$ cat src/rtl/sort4_seq_ctrl_if.sv
// Handshake bundle for sort4_seq_ctrl: upstream valid/ready with the four operands,
// downstream valid/ready with the sorted result and status.
interface sort4_seq_ctrl_if #(
    parameter int WIDTH = 4
);
    logic             in_valid;
    logic             in_ready;
    logic [WIDTH-1:0] in_a;
    logic [WIDTH-1:0] in_b;
    logic [WIDTH-1:0] in_c;
    logic [WIDTH-1:0] in_d;

    logic             out_valid;
    logic             out_ready;
    logic [WIDTH-1:0] out_a;
    logic [WIDTH-1:0] out_b;
    logic [WIDTH-1:0] out_c;
    logic [WIDTH-1:0] out_d;
    logic [2:0]       swap_cnt;
    logic             busy;

    // master: the environment around the sorter (producer + consumer)
    modport master (
        output in_valid, in_a, in_b, in_c, in_d, out_ready,
        input  in_ready, out_valid, out_a, out_b, out_c, out_d, swap_cnt, busy
    );

    // slave: the sorter itself
    modport slave (
        input  in_valid, in_a, in_b, in_c, in_d, out_ready,
        output in_ready, out_valid, out_a, out_b, out_c, out_d, swap_cnt, busy
    );
endinterface

$ cat src/rtl/sort4_seq_ctrl.sv
// Four-element sorter that walks the 5-pair sorting network through one shared
// compare-exchange unit, one pair per clock, with valid/ready on both sides.
module sort4_seq_ctrl #(
    parameter int WIDTH  = 4,
    parameter bit ASCEND = 1'b1
) (
    input  logic              clk,
    input  logic              rst_n,
    sort4_seq_ctrl_if.slave   bus
);

    typedef enum logic [1:0] {
        S_IDLE = 2'd0,
        S_SORT = 2'd1,
        S_DONE = 2'd2
    } state_t;

    typedef logic [3:0][WIDTH-1:0] quad_t;

    localparam logic [2:0] LAST_STEP = 3'd4;

    state_t     state, state_nxt;
    logic [2:0] step, step_nxt;
    quad_t      work, work_nxt;
    quad_t      res, res_nxt;
    logic [2:0] swaps, swaps_nxt;

    logic [1:0]       idx_x, idx_y;
    logic [WIDTH-1:0] op_x, op_y;
    logic             do_swap;
    quad_t            work_xchg;

    // Network schedule: (0,2) (1,3) (0,1) (2,3) (1,2)
    always_comb begin
        // NOTE: every always_comb output gets a default first so no path leaves it unassigned (no latch).
        idx_x = 2'd0;
        idx_y = 2'd2;
        case (step)
            3'd0:    begin idx_x = 2'd0; idx_y = 2'd2; end
            3'd1:    begin idx_x = 2'd1; idx_y = 2'd3; end
            3'd2:    begin idx_x = 2'd0; idx_y = 2'd1; end
            3'd3:    begin idx_x = 2'd2; idx_y = 2'd3; end
            3'd4:    begin idx_x = 2'd1; idx_y = 2'd2; end
            default: begin idx_x = 2'd0; idx_y = 2'd2; end
        endcase
    end

    // Shared compare-exchange unit; strict compare so ties stay in place.
    always_comb begin
        op_x      = work[idx_x];
        op_y      = work[idx_y];
        do_swap   = ASCEND ? (op_x > op_y) : (op_x < op_y);
        work_xchg = work;
        if (do_swap) begin
            work_xchg[idx_x] = op_y;
            work_xchg[idx_y] = op_x;
        end
    end

    always_comb begin
        state_nxt = state;
        step_nxt  = step;
        work_nxt  = work;
        res_nxt   = res;
        swaps_nxt = swaps;
        case (state)
            S_IDLE: begin
                if (bus.in_valid) begin
                    work_nxt  = {bus.in_d, bus.in_c, bus.in_b, bus.in_a};
                    swaps_nxt = 3'd0;
                    step_nxt  = 3'd0;
                    state_nxt = S_SORT;
                end
            end
            S_SORT: begin
                work_nxt = work_xchg;
                if (do_swap) begin
                    swaps_nxt = swaps + 3'd1;
                end
                if (step == LAST_STEP) begin
                    res_nxt   = work_xchg;
                    step_nxt  = 3'd0;
                    state_nxt = S_DONE;
                end else begin
                    step_nxt = step + 3'd1;
                end
            end
            S_DONE: begin
                if (bus.out_ready) begin
                    state_nxt = S_IDLE;
                end
            end
            default: state_nxt = S_IDLE;
        endcase
    end

    always_ff @(posedge clk) begin
        if (!rst_n) begin
            state <= S_IDLE;
            step  <= 3'd0;
            // NOTE: the working and result registers are reset too, so a partial sort never leaks out.
            work  <= '0;
            res   <= '0;
            swaps <= 3'd0;
        end else begin
            // NOTE: sequential state uses non-blocking assignments so every register samples pre-edge values.
            state <= state_nxt;
            step  <= step_nxt;
            work  <= work_nxt;
            res   <= res_nxt;
            swaps <= swaps_nxt;
        end
    end

    assign bus.in_ready  = (state == S_IDLE);
    assign bus.out_valid = (state == S_DONE);
    assign bus.busy      = (state != S_IDLE);
    assign bus.out_a     = res[0];
    assign bus.out_b     = res[1];
    assign bus.out_c     = res[2];
    assign bus.out_d     = res[3];
    assign bus.swap_cnt  = swaps;

endmodule

$ cat src/flat_wrapper.sv
// flat-port wrapper written by rule: the top's interface ports become plain ports
module sort4_seq_ctrl_flat 
#(
    parameter int WIDTH  = 4,
    parameter bit ASCEND = 1'b1
)
  (clk, rst_n, bus_in_valid, bus_in_a, bus_in_b, bus_in_c, bus_in_d, bus_out_ready, bus_in_ready, bus_out_valid, bus_out_a, bus_out_b, bus_out_c, bus_out_d, bus_swap_cnt, bus_busy);
  sort4_seq_ctrl_if #(.WIDTH(WIDTH)) bus_i ();
  input  logic clk;
  input  logic rst_n;
  input wire logic [$bits(bus_i.in_valid)-1:0] bus_in_valid;
  input wire logic [$bits(bus_i.in_a)-1:0] bus_in_a;
  input wire logic [$bits(bus_i.in_b)-1:0] bus_in_b;
  input wire logic [$bits(bus_i.in_c)-1:0] bus_in_c;
  input wire logic [$bits(bus_i.in_d)-1:0] bus_in_d;
  input wire logic [$bits(bus_i.out_ready)-1:0] bus_out_ready;
  output wire logic [$bits(bus_i.in_ready)-1:0] bus_in_ready;
  output wire logic [$bits(bus_i.out_valid)-1:0] bus_out_valid;
  output wire logic [$bits(bus_i.out_a)-1:0] bus_out_a;
  output wire logic [$bits(bus_i.out_b)-1:0] bus_out_b;
  output wire logic [$bits(bus_i.out_c)-1:0] bus_out_c;
  output wire logic [$bits(bus_i.out_d)-1:0] bus_out_d;
  output wire logic [$bits(bus_i.swap_cnt)-1:0] bus_swap_cnt;
  output wire logic [$bits(bus_i.busy)-1:0] bus_busy;
  assign bus_i.in_valid = bus_in_valid;
  assign bus_i.in_a = bus_in_a;
  assign bus_i.in_b = bus_in_b;
  assign bus_i.in_c = bus_in_c;
  assign bus_i.in_d = bus_in_d;
  assign bus_i.out_ready = bus_out_ready;
  assign bus_in_ready = bus_i.in_ready;
  assign bus_out_valid = bus_i.out_valid;
  assign bus_out_a = bus_i.out_a;
  assign bus_out_b = bus_i.out_b;
  assign bus_out_c = bus_i.out_c;
  assign bus_out_d = bus_i.out_d;
  assign bus_swap_cnt = bus_i.swap_cnt;
  assign bus_busy = bus_i.busy;
  sort4_seq_ctrl #(.WIDTH(WIDTH), .ASCEND(ASCEND)) u_core (.clk(clk), .rst_n(rst_n), .bus(bus_i));
endmodule
$ cat config.mk
export PLATFORM = sky130hd
export DESIGN_NAME = sort4_seq_ctrl_flat
export DESIGN_NICKNAME = d
export VERILOG_FILES = /design/src/rtl/sort4_seq_ctrl_if.sv /design/src/rtl/sort4_seq_ctrl.sv /design/src/flat_wrapper.sv
export SDC_FILE = /design/constraint.sdc
export NUM_CORES = 1
export LEC_CHECK = 0
export BUFFER_PORTS_ARGS = -buffer_cell sky130_fd_sc_hd__buf_2
export CAP_MARGIN = 5
export CORE_MARGIN = 5
export CORE_UTILIZATION = 50
export CTS_CLUSTER_SIZE = 14
export DETAILED_ROUTE_END_ITERATION = 10
export HOLD_SLACK_MARGIN = 0.1
export PLACE_DENSITY = 0.68
export SLEW_MARGIN = 15
export SYNTH_ARGS = -nofsm -noshare
export SYNTH_HDL_FRONTEND = slang
export SYNTH_SLANG_ARGS = --single-unit
export TNS_END_PERCENT = 100
$ cat constraint.sdc
create_clock -name clk -period 4.8 [get_ports clk]
set_input_delay 0.96 -clock clk [delete_from_list [all_inputs] [get_ports clk]]
set_output_delay 0.96 -clock clk [all_outputs]
set_load 0.05 [all_outputs]
### Yosys cells after proc, flatten, opt, wreduce, memory -nomap -nowiden

Index checks and enable logic that the tools add are counted.

* register bits after elaboration: 40
* latch bits: 0
* RAM bits: 0
* bits in read-only memories: 0
* bits of input ports: 20
* output and inout port bits: 22
* memories kept: 0

* $add $sub $neg: 2
* multiply operators: 0
* divide/modulo/power cells: 0
* $lt $le $gt $ge: 5
* equality and inequality tests: 10
* shift-type cells: 0
* multiplexer cells: 24
* bitwise operators: 0
* reductions and logical operators: 11

Operators with widths (count)
* 16-bit bitwise mux: 2
* 16-bit two-way mux: 2
* 16-bit case mux with 2 select lines: 1
* 4-bit binary-select mux with 2-bit select: 2
* 4-bit demux with 2-bit select: 2
* 4-bit two-way mux: 4
* 3-bit case mux with 2 select lines: 2
* 3-bit two-way mux: 3
* 2-bit case mux with 2 select lines: 2
* 3-bit by 1-bit adder with 3-bit output (second input constant): 2
* 3-bit by 2-bit equality test with 1-bit output (second input constant): 2
* 2-bit by 3-bit less-than comparator with 1-bit output (second input constant): 2
* 2-bit two-way mux: 3
* 2-bit case mux with 3 select lines: 1
* 3-bit AND reduction: 2
* 2-bit by 1-bit greater-or-equal comparator with 1-bit output (second input constant): 2
* 4-bit > comparator: 1
* 2-bit by 1-bit inequality test with 1-bit output (second input constant): 2
* 2-bit inequality test (second input constant): 2
* 2-bit AND reduction: 2
* 2-bit nonzero test: 2
* 2-bit OR reduction: 2
* 3-bit by 1-bit equality test with 1-bit output (second input constant): 1
* 3-bit equality test (second input constant): 1
* other kinds (4): 5

### Logic depth before layout (Yosys ltp)

* depth in word-level cells: 11
* depth in mapped cells: 15
* depth with buffers taken out: 12

### Worst setup path after synthesis

Ideal clock, no wire load.

* kind: reg-to-reg
* start point: register u_core.step[2]
* end point: register u_core.work[13] in the netlist's numbering
* library setup time: 131 ps
* arrival: 3135 ps
* required time: 4669 ps
* path slack: 1534 ps
* cell stages (with the launch flop): 14
* period minus slack after synthesis: 3266 ps
* cell sequence: dfxtp_1 clkbuf_8 buf_6 inv_1 ha_1 clkbuf_8 or4b_4 o21ai_0 ha_1 nand4_1 o21ai_1 a21oi_2 mux2i_1 a221oi_1

* cells in the longest elaborated chain, start to end: 11
* elaborated cells on any way between the ends: 27
* those cells by class: order compare: 5; eq/ne: 4; mux: 14; reduce/logical: 4

Ends and longest elaborated chain
* start, declared: RTL line sort4_seq_ctrl.sv:23 `logic [2:0] step, step_nxt;`
* start signal, assigned: RTL line sort4_seq_ctrl.sv:108 `step <= step_nxt;`
* 3-bit by 1-bit equality test with 1-bit output or 3-bit equality test (tied branches): RTL line sort4_seq_ctrl.sv:38 `case (step)`
* 2-bit OR reduction (no source line)
* 2-bit case mux with 2 select lines: RTL line sort4_seq_ctrl.sv:38
* 2-bit by 3-bit less-than comparator with 1-bit output (implied by the code) or 2-bit by 1-bit greater-or-equal comparator with 1-bit output (tied branches): RTL line sort4_seq_ctrl.sv:55 `work_xchg[idx_x] = op_y;`
* 1-bit logical AND (implied by the code): RTL line sort4_seq_ctrl.sv:55
* 4-bit two-way mux (implied by the code): RTL line sort4_seq_ctrl.sv:55
* 4-bit demux with 2-bit select
* 16-bit bitwise mux: RTL line sort4_seq_ctrl.sv:55
* 16-bit bitwise mux: RTL line sort4_seq_ctrl.sv:56 `work_xchg[idx_y] = op_x;`
* 16-bit two-way mux *: RTL line sort4_seq_ctrl.sv:54 `if (do_swap) begin`
* 16-bit case mux with 2 select lines *: RTL line sort4_seq_ctrl.sv:66 `case (state)`
* end signal, assigned: RTL line sort4_seq_ctrl.sv:109 `work <= work_nxt;`
* end, declared: RTL line sort4_seq_ctrl.sv:24 `quad_t work, work_nxt;`

Mark *: on every way between the ends. The rest lies on a longest branch, timed or not. The select of a mux whose other input is x is not followed.
A chain may end at the register's enable or synchronous reset.

### Worst setup path in the final report

* start point: register u_core.step[0]
* end point: register u_core.work[13] in the netlist's numbering

The elaborated chain is that of the path after synthesis.

==> flow_summary.ini <==
[status]
status = finished, final reports clean

[pwr]
p_total_w = 0.0009558
p_seq_frac = 0.400
max-vdd-ir-drop_uv = 187.9
cellInternalPower_w = 0.0006096
p_sw_frac = 0.3622
pwr-share-comb = 0.299
powerDensity_mw_per_mm2 = 314.8
p_leak_nw = 1.154
power.share.clock = 0.301
netSwitchingPower_w = 0.0003462

[setup_path]
endpoint = u_core.work[13]
worstRegToRegCells = 10
crit_path_start = u_core.step[0]
r2r-end = u_core.work[13]
required_ps = 4950
critPathMostFrequentCell = ha_1
worstPathMaxFanout = 17
crit_path_cell_trace = ha_1 > ha_1 > or4b_4 > o21ai_0 > ha_1 > nand4_1 > o21ai_1 > a21oi_2 > mux2i_1 > a221oi_1
rr_startpoint = u_core.step[0]
r2r_slack_ps = 980
end_kind = register
crit_type = reg2reg
start_kind = register
slowest_delay_ps = 630
slowest_stage = or4b_4
cp.arrival_ps = 3970

[timing]
hold_ws_ps = 454.4
grt_setup_unrepaired = no
fin_crit_sh = 0.7968
finalSetupViolCount = 0
finalHoldViolations = 0
maxSlewHeadroom = 0.4513
slew_viol_final = 0
worst_slew_pin_slew_ps = 820.1
fin_skew_ps = 11.29
setup_tns_ps = 0
fin_crit_ps = 3825
max_freq_ghz = 0.2615

[logic_synthesis]
synth_compound_area_frac = 0.3102
synth-edff-count = 0
synth_xor_area_frac = 0.003202
ys_seq_elements = 40
synth_top_family_by_area = compound AO/OA/AOI/OAI gates
syn_nets = 360
synth_adder_area_share = 0.04575
yosys.area_share.simple = 0.2269
yosys.area.top_type_share = 0.2928
synth_top_area_cell = dfxtp_1
synth_common_cells = dfxtp_1 (40), nor2_1 (28), nand2_1 (25), o21ai_0 (25), a21oi_1 (22)
syn_area_per_cell_um2 = 8.288
synth.most_common_cell = dfxtp_1
async_flop_share = 0
syn_area_mm2 = 0.002735
synth_top_flop_cell = dfxtp_1
synthMuxAreaShare = 0.05078
syn_inst = 330
synth.distinct_cells = 67
yosysWarnings = 0
synth.area.top_cells = dfxtp_1 (29%), ha_1 (4.6%), o21ai_0 (4.6%)
ys_seq_area_frac = 0.2928

[clock_tree]
clock_latency_ps = 300
htree_num_levels = 2
root_buffer = clkbuf_8
clkSlewWorstSetupHoldPaths_ps = 90
cts_resized = 0
cts_tree = yes
numCtsBuffers = 5
numClockSinks = 40
holdBufCountCts = 0
post_cts_buffers = 0
clockBufferDepth = 2

[floorplan]
coreArea_mm2 = 0.005405
die_h_um = 83.96
die_w_um = 83.96
pin_count = 42
start_util = 0.5060
dieArea_mm2 = 0.007049
rows = 27

[detailed_routing]
vias = 2729
drt_iter0_markers = 248
ant_nets = 0
drt-total-wl_mm = 8.084
drc = 0
post_drt_wl_per_cell_um = 18.50
dr.pass1.iters = 5
vias_per_cell = 6.245

[finish]
fin_nets = 394
n_antenna_cell = 0
finish.utilization = 0.5618
drive_above_1_share = 0.2082
area_growth_pct = 11.02
fill_cells = 544

[global_route]
grt_use_total = 0.2250
grt_max_degree = 31
grt_pass1_vias = 2483
grt_overflow_total = 0
grt_pass1_wl_mm = 12.87
antenna_found_initial = 0

[worst_hold_path]
min_path_type = reg2reg

[run]
max_cap_viol_count = 0

[placement]
place_congestion = 1.046
dp_hpwl_mm = 5.889
port_buffers = 41
flip-flops by register name, indices dropped and copies added (netlist names):
name and flops:
u_core.bus.out_a 4, u_core.bus.out_c 4, u_core.state 2, u_core.step 3, u_core.work 16, u_core.bus.out_d 4, u_core.bus.out_b 4, u_core.bus.swap_cnt 3
critical path: cells and delay by family (launching register included):
kind | cells | cell delay (ps)
AO/OA/AOI/OAI | 4 | 1090
adder cells (fa/ha/maj) | 3 | 970
flip-flops | 1 | 360
multiplexers | 1 | 340
AND/OR/NAND/NOR | 2 | 900
kinds of logic after synthesis:
kind of cell             count (synthesis)
AO/OA/AOI/OAI                          122
AND/OR/NAND/NOR                        118
flip-flops                              40
buffers and inverters                   29
multiplexers                            10
adder cells (fa/ha/maj)                 10
XOR/XNOR                                 1
per-stage QoR:
| stage | setup WS (ps) | instances | area, um^2 |
|---|---|---|---|
| after floorplan | 1534 | 330 | 2735 |
| after global placement | 1268 | 429 | 2920 |
| after detailed placement | 1187 | 429 | 2920 |
| after CTS | 1139 | 437 | 3037 |
| after global routing | 857.7 | 437 | 3037 |
| final | 975.2 | 437 | 3037 |
cells in the final DEF, fill, tap and decap left out, drive strengths merged, types with 4 or more instances in the layout:
master / netlist / layout
nand2: 25 / 25
ha: 10 / 10
mux2i: 6 / 6
o21ai: 28 / 28
or3: 10 / 10
o221ai: 5 / 5
nand3: 15 / 15
a311oi: 7 / 7
a21oi: 24 / 24
a31oi: 8 / 8
dfxtp: 40 / 40
o211ai: 5 / 5
nand4: 4 / 4
nor2b: 9 / 9
o31ai: 6 / 6
a211oi: 6 / 6
a22oi: 8 / 8
inv: 8 / 8
buf: 7 / 48
nor3: 7 / 7
nand2b: 7 / 7
clkbuf: 13 / 5
nor2: 28 / 28
power by group through the flow:
stage / sequential (W) / combinational, W / clock [W]
global route: 0.000385 / 0.000310 / 0.000308
detailed placement: 0.000389 / 0.000278 / 0
finish: 0.000383 / 0.000286 / 0.000287
floorplan: 0.000378 / 0.000211 / 0
CTS: 0.000381 / 0.000279 / 0.000295
global placement: 0.000389 / 0.000275 / 0
routing by layer:
layer  wire length (um)  vias up  GRT usage
li1                   -     1322          -
met1               3784     1269     0.3059
met2               3612      120     0.3601
met3                486       18    0.04047
met4                200        0    0.07164
met5                  0        -          0
layout make-up:
type / count / area, um^2 / area share
Inverter: 8 / 30.03 / 0.009889
Clock buffer: 5 / 68.82 / 0.02266
Tap cell: 72 / 90.09 / 0.02967
Timing Repair Buffer: 48 / 257.7 / 0.08488
Multi-Input combinational cell: 261 / 1742 / 0.5735
Sequential cell: 40 / 800.8 / 0.2637
Clock inverter: 3 / 47.55 / 0.01566
how the worst min path moves through the flow:
stage / from / end / slack [ps] / depth (start not counted)
2_1_floorplan: u_core.work[2] / u_core.bus.out_a[2] / 470 / 2
3_3_place_gp: u_core.bus.out_a[2] / u_core.bus.out_a[2] / 440 / 2
3_5_place_dp: u_core.bus.out_a[2] / u_core.bus.out_a[2] / 450 / 2
4_1_cts: u_core.bus.out_a[2] / u_core.bus.out_a[2] / 460 / 2
5_1_grt: u_core.bus.out_a[1] / u_core.bus.out_a[1] / 470 / 2
6_report: u_core.bus.out_a[2] / u_core.bus.out_a[2] / 450 / 2
No activity file was read; power rests on OpenSTA's default activity.
